==> src/rtl/bus_interface_unit_if.sv <==
// Core-side request/response and external multiplexed-bus signals of the bus interface unit.
// The slave modport is the unit's view; master is the view of whoever drives the core and memory side.
interface bus_interface_unit_if;
  logic       req;
  logic       rw;
  logic [7:0] addr_hi;
  logic [7:0] addr_lo;
  logic [7:0] wdata;
  logic [7:0] bus_in;
  logic       mem_rdy;
  logic [7:0] bus_out;
  logic       bus_oe;
  logic       ale_hi;
  logic       ale_lo;
  logic       oe_n;
  logic       we_n;
  logic [7:0] rdata;
  logic       busy;
  logic       done;
  logic       err;

  modport slave (
    input  req, rw, addr_hi, addr_lo, wdata, bus_in, mem_rdy,
    output bus_out, bus_oe, ale_hi, ale_lo, oe_n, we_n, rdata, busy, done, err
  );

  modport master (
    output req, rw, addr_hi, addr_lo, wdata, bus_in, mem_rdy,
    input  bus_out, bus_oe, ale_hi, ale_lo, oe_n, we_n, rdata, busy, done, err
  );
endinterface

==> src/rtl/bus_interface_unit.sv <==
// Multiplexed-bus master: address high byte, address low byte, then a data phase that waits on
// mem_rdy with a bounded timeout. Every output is a flop loaded from the next-state decode.
module bus_interface_unit #(
  parameter int unsigned WAIT_MAX = 15
) (
  input logic                 clk,
  input logic                 rst_n,
  bus_interface_unit_if.slave bus
);

  typedef enum logic [2:0] {IDLE, ADDR_H, ADDR_L, DATA, DONE} state_t;

  localparam logic [3:0] WAIT_LIMIT = 4'(WAIT_MAX);

  state_t     state_q, state_d;
  logic       rw_q, rw_d;
  logic [7:0] addr_hi_q, addr_hi_d;
  logic [7:0] addr_lo_q, addr_lo_d;
  logic [7:0] wdata_q, wdata_d;
  logic [3:0] wait_cnt_q, wait_cnt_d;
  logic [7:0] rdata_q, rdata_d;
  logic       err_q, err_d;

  logic [7:0] bus_out_q, bus_out_d;
  logic       bus_oe_q, bus_oe_d;
  logic       ale_hi_q, ale_hi_d;
  logic       ale_lo_q, ale_lo_d;
  logic       oe_n_q, oe_n_d;
  logic       we_n_q, we_n_d;
  logic       busy_q, busy_d;
  logic       done_q, done_d;

  // Transfer sequencing; request fields are captured only when leaving IDLE.
  always_comb begin
    state_d    = state_q;
    rw_d       = rw_q;
    addr_hi_d  = addr_hi_q;
    addr_lo_d  = addr_lo_q;
    wdata_d    = wdata_q;
    wait_cnt_d = wait_cnt_q;
    rdata_d    = rdata_q;
    err_d      = err_q;
    case (state_q)
      IDLE: begin
        if (bus.req) begin
          rw_d      = bus.rw;
          addr_hi_d = bus.addr_hi;
          addr_lo_d = bus.addr_lo;
          wdata_d   = bus.wdata;
          err_d     = 1'b0;
          state_d   = ADDR_H;
        end
      end
      ADDR_H: state_d = ADDR_L;
      ADDR_L: begin
        wait_cnt_d = 4'd0;
        state_d    = DATA;
      end
      DATA: begin
        if (bus.mem_rdy) begin
          if (!rw_q) begin
            rdata_d = bus.bus_in;
          end
          state_d = DONE;
        end else if (wait_cnt_q == WAIT_LIMIT) begin
          err_d   = 1'b1;
          state_d = DONE;
        end else begin
          wait_cnt_d = wait_cnt_q + 4'd1;
        end
      end
      DONE:    state_d = IDLE;
      default: state_d = IDLE;
    endcase
  end

  // Outputs decoded from the next state so they line up with the state they describe.
  always_comb begin
    bus_out_d = 8'h00;
    bus_oe_d  = 1'b0;
    ale_hi_d  = 1'b0;
    ale_lo_d  = 1'b0;
    oe_n_d    = 1'b1;
    we_n_d    = 1'b1;
    busy_d    = (state_d != IDLE);
    done_d    = (state_d == DONE);
    case (state_d)
      ADDR_H: begin
        bus_out_d = addr_hi_d;
        bus_oe_d  = 1'b1;
        ale_hi_d  = 1'b1;
      end
      ADDR_L: begin
        bus_out_d = addr_lo_d;
        bus_oe_d  = 1'b1;
        ale_lo_d  = 1'b1;
      end
      DATA: begin
        if (rw_d) begin
          bus_out_d = wdata_d;
          bus_oe_d  = 1'b1;
          we_n_d    = 1'b0;
        end else begin
          oe_n_d = 1'b0;
        end
      end
      default: ;
    endcase
  end

  always_ff @(posedge clk or negedge rst_n) begin
    if (!rst_n) begin
      state_q    <= IDLE;
      rw_q       <= 1'b0;
      addr_hi_q  <= 8'h00;
      addr_lo_q  <= 8'h00;
      wdata_q    <= 8'h00;
      wait_cnt_q <= 4'd0;
      rdata_q    <= 8'h00;
      err_q      <= 1'b0;
      bus_out_q  <= 8'h00;
      bus_oe_q   <= 1'b0;
      ale_hi_q   <= 1'b0;
      ale_lo_q   <= 1'b0;
      oe_n_q     <= 1'b1;
      we_n_q     <= 1'b1;
      busy_q     <= 1'b0;
      done_q     <= 1'b0;
    end else begin
      state_q    <= state_d;
      rw_q       <= rw_d;
      addr_hi_q  <= addr_hi_d;
      addr_lo_q  <= addr_lo_d;
      wdata_q    <= wdata_d;
      wait_cnt_q <= wait_cnt_d;
      rdata_q    <= rdata_d;
      err_q      <= err_d;
      bus_out_q  <= bus_out_d;
      bus_oe_q   <= bus_oe_d;
      ale_hi_q   <= ale_hi_d;
      ale_lo_q   <= ale_lo_d;
      oe_n_q     <= oe_n_d;
      we_n_q     <= we_n_d;
      busy_q     <= busy_d;
      done_q     <= done_d;
    end
  end

  assign bus.bus_out = bus_out_q;
  assign bus.bus_oe  = bus_oe_q;
  assign bus.ale_hi  = ale_hi_q;
  assign bus.ale_lo  = ale_lo_q;
  assign bus.oe_n    = oe_n_q;
  assign bus.we_n    = we_n_q;
  assign bus.rdata   = rdata_q;
  assign bus.busy    = busy_q;
  assign bus.done    = done_q;
  assign bus.err     = err_q;

endmodule

==> src/flat_wrapper.sv <==
// flat-port wrapper written by rule: the top's interface ports become plain ports
module bus_interface_unit_flat 
#(
  parameter int unsigned WAIT_MAX = 15
)
  (clk, rst_n, bus_req, bus_rw, bus_addr_hi, bus_addr_lo, bus_wdata, bus_bus_in, bus_mem_rdy, bus_bus_out, bus_bus_oe, bus_ale_hi, bus_ale_lo, bus_oe_n, bus_we_n, bus_rdata, bus_busy, bus_done, bus_err);
  bus_interface_unit_if bus_i ();
  input logic clk;
  input logic rst_n;
  input wire logic [$bits(bus_i.req)-1:0] bus_req;
  input wire logic [$bits(bus_i.rw)-1:0] bus_rw;
  input wire logic [$bits(bus_i.addr_hi)-1:0] bus_addr_hi;
  input wire logic [$bits(bus_i.addr_lo)-1:0] bus_addr_lo;
  input wire logic [$bits(bus_i.wdata)-1:0] bus_wdata;
  input wire logic [$bits(bus_i.bus_in)-1:0] bus_bus_in;
  input wire logic [$bits(bus_i.mem_rdy)-1:0] bus_mem_rdy;
  output wire logic [$bits(bus_i.bus_out)-1:0] bus_bus_out;
  output wire logic [$bits(bus_i.bus_oe)-1:0] bus_bus_oe;
  output wire logic [$bits(bus_i.ale_hi)-1:0] bus_ale_hi;
  output wire logic [$bits(bus_i.ale_lo)-1:0] bus_ale_lo;
  output wire logic [$bits(bus_i.oe_n)-1:0] bus_oe_n;
  output wire logic [$bits(bus_i.we_n)-1:0] bus_we_n;
  output wire logic [$bits(bus_i.rdata)-1:0] bus_rdata;
  output wire logic [$bits(bus_i.busy)-1:0] bus_busy;
  output wire logic [$bits(bus_i.done)-1:0] bus_done;
  output wire logic [$bits(bus_i.err)-1:0] bus_err;
  assign bus_i.req = bus_req;
  assign bus_i.rw = bus_rw;
  assign bus_i.addr_hi = bus_addr_hi;
  assign bus_i.addr_lo = bus_addr_lo;
  assign bus_i.wdata = bus_wdata;
  assign bus_i.bus_in = bus_bus_in;
  assign bus_i.mem_rdy = bus_mem_rdy;
  assign bus_bus_out = bus_i.bus_out;
  assign bus_bus_oe = bus_i.bus_oe;
  assign bus_ale_hi = bus_i.ale_hi;
  assign bus_ale_lo = bus_i.ale_lo;
  assign bus_oe_n = bus_i.oe_n;
  assign bus_we_n = bus_i.we_n;
  assign bus_rdata = bus_i.rdata;
  assign bus_busy = bus_i.busy;
  assign bus_done = bus_i.done;
  assign bus_err = bus_i.err;
  bus_interface_unit #(.WAIT_MAX(WAIT_MAX)) u_core (.clk(clk), .rst_n(rst_n), .bus(bus_i));
endmodule
==> config.mk <==
export PLATFORM = sky130hd
export DESIGN_NAME = bus_interface_unit_flat
export DESIGN_NICKNAME = d
export VERILOG_FILES = /design/src/rtl/bus_interface_unit_if.sv /design/src/rtl/bus_interface_unit.sv /design/src/flat_wrapper.sv
export SDC_FILE = /design/constraint.sdc
export NUM_CORES = 1
export LEC_CHECK = 0
export ABC_AREA = 1
export CAP_MARGIN = 10
export CORE_MARGIN = 1
export CORE_UTILIZATION = 49
export CTS_BUF_LIST = sky130_fd_sc_hd__clkbuf_8
export DETAILED_ROUTE_END_ITERATION = 10
export PLACE_DENSITY = 0.82
export SYNTH_ARGS = -nofsm -noshare
export SYNTH_HDL_FRONTEND = slang
export SYNTH_SLANG_ARGS = --single-unit
==> constraint.sdc <==
create_clock -name clk -period 1.98 [get_ports clk]
set_clock_uncertainty 0.1 [all_clocks]
set_input_delay 0.297 -clock clk [delete_from_list [all_inputs] [get_ports clk]]
set_output_delay 0.297 -clock clk [all_outputs]
set_load 0.05 [all_outputs]
# --- Yosys cells after proc, flatten, opt, wreduce, memory -nomap -nowiden ---
# Index checks and enable logic that the tools add are counted.
totals:
  output_inout_bits: 24
  register_bits: 56
classes:
  reduce_logical: 8
  add_sub_neg: 1
  mux: 28
  bitwise: 1
  eq_ne: 12
ops:
  columns: ["op", "n"]
  rows:
  - ["$mux W8", 7]
  - ["$pmux W8 S3", 1]
  - ["$eq A3 B2 Y1 const B", 4]
  - ["$pmux W3 S4", 1]
  - ["$mux W1", 11]
  - ["$mux W3", 3]
  - ["$mux W4", 2]
  - ["$pmux W4 S2", 1]
  - ["$eq A3 B1 Y1 const B", 2]
  - ["$ne A2 B2 Y1 const B", 3]
  - ["$reduce_and A3 Y1", 2]
  - ["$add A4 B1 Y4 const B", 1]
  - ["$eq A4 B4 Y1 const B", 1]
  - ["$pmux W1 S2", 2]
  - ["$reduce_and A4 Y1", 1]
  - ["$reduce_bool A2 Y1", 2]
  - ["$eq A3 B3 Y1 const B", 1]
  - ["$logic_not A3 Y1", 1]
  - ["$reduce_bool A3 Y1", 1]
  - ["$ne A2 B1 Y1 const B", 1]
  - ["$reduce_or A2 Y1", 1]
  - ["$not A1 Y1", 1]

# --- Longest topological paths before layout ---
depth:
  word_depth: 7
  ltp_mapped: 9
  depth_no_buf: 8

# --- Worst setup path after synthesis ---
# Ideal clock, no wire load.
synth_timing:
  kind: "register -> register"
  start: "reg u_core.wait_cnt_q[0]"
  end: "reg u_core.bus_out_q[3], in the netlist u_core.bus.bus_out[3]"
  synth_period_minus_slack_ps: 1369
  arrival_ps: 1204
  path_stages_with_launch: 8
  setup_slack_ps: 611
  setup_ps: 65
  path_cell_list: "dfrtp_1 > ha_1 > nand3_1 > nand3_1 > nand2_2 > buf_4 > nand3_1 > nand2_1"
synth_between:
  elab_chain_len: 6
  word_cells_on_any_way: 8
  cone_classes: "4 x eq/ne; 4 x mux"
synth_rtl:
  columns: ["item", "line_no", "text"]
  rows:
  - ["start: declaration", "bus_interface_unit.sv:20", "logic [3:0] wait_cnt_q, wait_cnt_d;"]
  - ["start signal: assignment", "bus_interface_unit.sv:135", "wait_cnt_q <= wait_cnt_d;"]
  - ["$eq A4 B4 Y1 *", "bus_interface_unit.sv:65", "end else if (wait_cnt_q == WAIT_LIMIT) begin"]
  - ["$mux W3 *", "bus_interface_unit.sv:65", null]
  - ["$mux W3 *", "bus_interface_unit.sv:60", "if (bus.mem_rdy) begin"]
  - ["$pmux W3 S4 *", "bus_interface_unit.sv:43", "case (state_q)"]
  - ["$eq A3 B2 Y1 / $eq A3 B1 Y1 (equally long branches)", "bus_interface_unit.sv:87", "case (state_d)"]
  - ["$pmux W8 S3 *", "bus_interface_unit.sv:87", null]
  - ["net u_core.bus_out_d[3]", "bus_interface_unit.sv:24", "logic [7:0] bus_out_q, bus_out_d;"]
  - ["end signal: assignment", "bus_interface_unit.sv:138", "bus_out_q <= bus_out_d;"]
  - ["end: declaration", "bus_interface_unit.sv:24", null]
# Mark *: on every way through the listed nets, which the timed path passes. The rest lies on a longest branch.
# A chain may end at the register's enable or synchronous reset.

# --- Final worst setup path ---
layout_timing:
  start: "reg u_core.rdata_q[5], in the netlist u_core.bus.rdata[5]"
  end: "out bus_rdata[5]"
layout_lines:
  columns: ["item", "line_no", "text"]
  rows:
  - ["start: declaration", "bus_interface_unit.sv:21", "logic [7:0] rdata_q, rdata_d;"]
  - ["start signal: assignment", "bus_interface_unit.sv:136", "rdata_q <= rdata_d;"]
  - ["end: declaration", "flat_wrapper.sv:23", "output wire logic [$bits(bus_i.rdata)-1:0] bus_rdata;"]
# No word-level cell between the ends.

==> run_results.csv <==
group,metric,value,unit
grt,antenna_found_initial,0,
place,dp_slack,0.198,ns
power,p_total,4.37,mW
cts,path_clk_slew,0.09,ns
cells_and_area,nFillCells,317,
place,gp_congestion,0.776,
die,die_width,67.7,um
yosys,synth-xor-area-share,0,%
grt,grt.overflow.total,0,
cts,cts_buffers,5,
critical_path,cpPeakStageDelay,0.81,ns
grt,grt_max_degree,29,
routing,vias,1708,
grt,top_usage_layer,"met2",
timing,tightest_slew,0.499,ns
yosys,ys_seq_area_share,57.0,%
grt,grt_first_pass_wirelength,7.30,mm
routing,drt-total-wl,4.55,mm
yosys,synth_cells,236,
timing,period_share,95.1,%
critical_path,cp_top_family,"buffers and inverters",
yosys,syn_area,2110,um^2
run,drv_cap,0,
timing,slew_headroom,66.7,%
die,coreArea,4060,um^2
cells_and_area,area_growth,34.5,%
critical_path,slowest_stage,"clkdlybuf4s50_1",
timing,rsz0062_at_grt,"no",
yosys,synth_top_family_by_area,"simple AND/OR/NAND/NOR gates",
yosys,yosysWarnings,0,
die,start_util,52.1,%
cts,cts_resized,0,
routing,wire_per_inst,13.0,um
die,num_rows,23,
cells_and_area,drive_gt1_share,10.6,%
yosys,synthMuxAreaShare,0.474,%
yosys,syn_nets,274,
cts,cts_root_buf,"clkbuf_8",
cells_and_area,num_antenna_cells,0,
critical_path,crit_buf_inv,1,
critical_path,path_max_fanout,2,
cts,htreeDepth,2,
routing,drt_iter0_markers,172,
yosys,synth_top_area_share,54.5,%
place,io_buffer_count,60,
cells_and_area,nNetsFinal,338,
cells_and_area,stdcell_count,351,
routing,firstDrtPassIters,4,
grt,grt_pass1_vias,1599,
timing,period_needed,1.88,ns
timing,tns,0,ns
critical_path,start_kind,"register",
power,p_leak,1.43,nW
critical_path,cp_cell_sequence,"clkdlybuf4s50_1",
power,peakVddDrop,1020,uV
cts,clock_insertion_delay_worst_skew,0.30,ns
critical_path,end_kind,"output port",
critical_path,worstSetupPathType,"reg2out",
critical_path,worstRegToRegCells,7,
grt,grt_util_met2,35.4,%
worst_hold_path,min_path_type,"reg2reg",
yosys,synth-seq-cells,48,
grt,use_met3,3.89,%
die,ios,61,
cells_and_area,layout_commonest_cell,"nand2_1",
routing,drt-vias-per-instance,4.87,
yosys,synth_compound_area_share,3.61,%
cells_and_area,layout_common_cells,"72 x nand2_1, 57 x clkdlybuf4s50_1, 46 x dfrtp_1",
timing,layout_setup_ws,0.0974,ns
place,dp_hpwl,3.28,mm
routing,ant_nets,0,
timing,setup_violations,0,
timing,slew_viol_final,0,
grt,grt_use_total,22.4,%
cts,postCtsSetupBuffers,0,
power,power.density,1540,nW/um^2
yosys,ys_types,22,
timing,hold_violations,0,
grt,use_met1,29.7,%
die,die_y,67.7,um
yosys,yosys.area_share.adder,0.592,%
critical_path,worst-endpoint-arrival,1.49,ns
cts,cts_tree,"done",
yosys,synth-simple-area-share,28.8,%
die,dieArea,4580,um^2
yosys,yosys.area.top_type,"dfrtp_1",
place,placed_cells,342,
critical_path,r2r_slack,0.32,ns
critical_path,cp_num_cells,1,
critical_path,cp.required,1.58,ns
yosys,avgSynthCellArea,8.95,um^2
timing,fin_hold_ws,0.371,ns
routing,post-route-drc-count,0,
yosys,yosys-top-cells-area,"dfrtp_1 54%, nand2_1 13%, nand3_1 8.5%",
timing,fmax,531,MHz
cts,clk_path_buf_depth,2,
outcome,status,"finished, final reports clean",
cts,cts.sinks,48,
worst_hold_path,hold_depth,2,
## state kept, by name, summed over array words and instances (netlist names)
name and count:
u_core.bus.rdata 8, u_core.wdata_q 8, u_core.rw_q 1, u_core.state_q 3
u_core.bus.bus_oe 1, u_core.bus.done 1, u_core.addr_lo_q 8, u_core.wait_cnt_q 4
u_core.bus.bus_out 8, u_core.bus.ale_hi 1, u_core.bus.ale_lo 1, u_core.bus.we_n 1
u_core.bus.oe_n 1, u_core.bus.err 1, u_core.bus.busy 1
## path summary, 6_finish.rpt
check,from,end
worst max-delay path,u_core.bus.rdata[5]$_DFFE_PN0P_,bus_rdata[5]
worst min-delay path,u_core.bus.rdata[6]$_DFFE_PN0P_,u_core.bus.rdata[6]$_DFFE_PN0P_
worst max register to register,u_core.wait_cnt_q[0]$_DFFE_PN0P_,u_core.wait_cnt_q[3]$_DFFE_PN0P_
worst min register to register,u_core.bus.rdata[6]$_DFFE_PN0P_,u_core.bus.rdata[6]$_DFFE_PN0P_
max in group asynchronous,rst_n,u_core.bus.we_n$_DFF_PN1_
min in group asynchronous,rst_n,u_core.bus.done$_DFF_PN0_
## tightest hold or removal path, stage by stage, from the launching register on
cell and delay [ns]:
dfrtp_1 0.35, nand2_1 0.05, nand2_1 0.04
## where the power goes
part	switching (mW)	leakage [nW]	internal [mW]
Clock	0.318	0.0486	0.279
Sequential	0.239	0.606	1.39
Combinational	1.45	0.778	0.699
Total	2.01	1.43	2.36
## kinds of logic after synthesis
kind of cell	Yosys count
simple gates	129
flops	48
buf+inv	42
compound gates	15
mux	1
fa+ha+maj	1
## metal layers
layer	vias to the layer above	routed length, um
li1	860	-
met1	784	2000
met2	62	2280
met3	2	234
met4	0	41
met5	-	0
## Yosys cell counts
master and number:
a31oi_1 1, a21oi_1 1, nor3_1 1, dfrtp_1 46
nand2_4 4, mux2i_1 1, o21ai_0 13, buf_6 4
nand3_1 36, dfstp_2 2, inv_2 2, nor2_2 2
nor2_1 5, nand2_1 72, inv_1 31, ha_1 1
nand3_2 3, buf_2 2, buf_4 3, nand4_1 2
nand2_2 2, nor2_4 2
## what timing repair did
action,CTS,global route
endpoints found under the setup margin,0,0
hold endpoints to repair,19,0
hold buffers,1,0
## through the flow
stage,area [um^2],util [%]
final,2840,70.1
after global routing,2840,70.1
after CTS,2840,70.1
after detailed placement,2740,67.5
after global placement,2740,67.5
after floorplan,2110,-
## final cells by class
| type | instances | area [um^2] | area share [%] |
|---|---|---|---|
| Multi-Input combinational cell | 146 | 708 | 24.9 |
| Inverter | 33 | 124 | 4.36 |
| Sequential cell | 48 | 1200 | 42.3 |
| Timing Repair Buffer | 66 | 651 | 22.9 |
| Tap cell | 50 | 62.6 | 2.20 |
| Clock inverter | 2 | 11.3 | 0.396 |
| Clock buffer | 6 | 82.6 | 2.90 |
(Power assumes the default switching activity.)
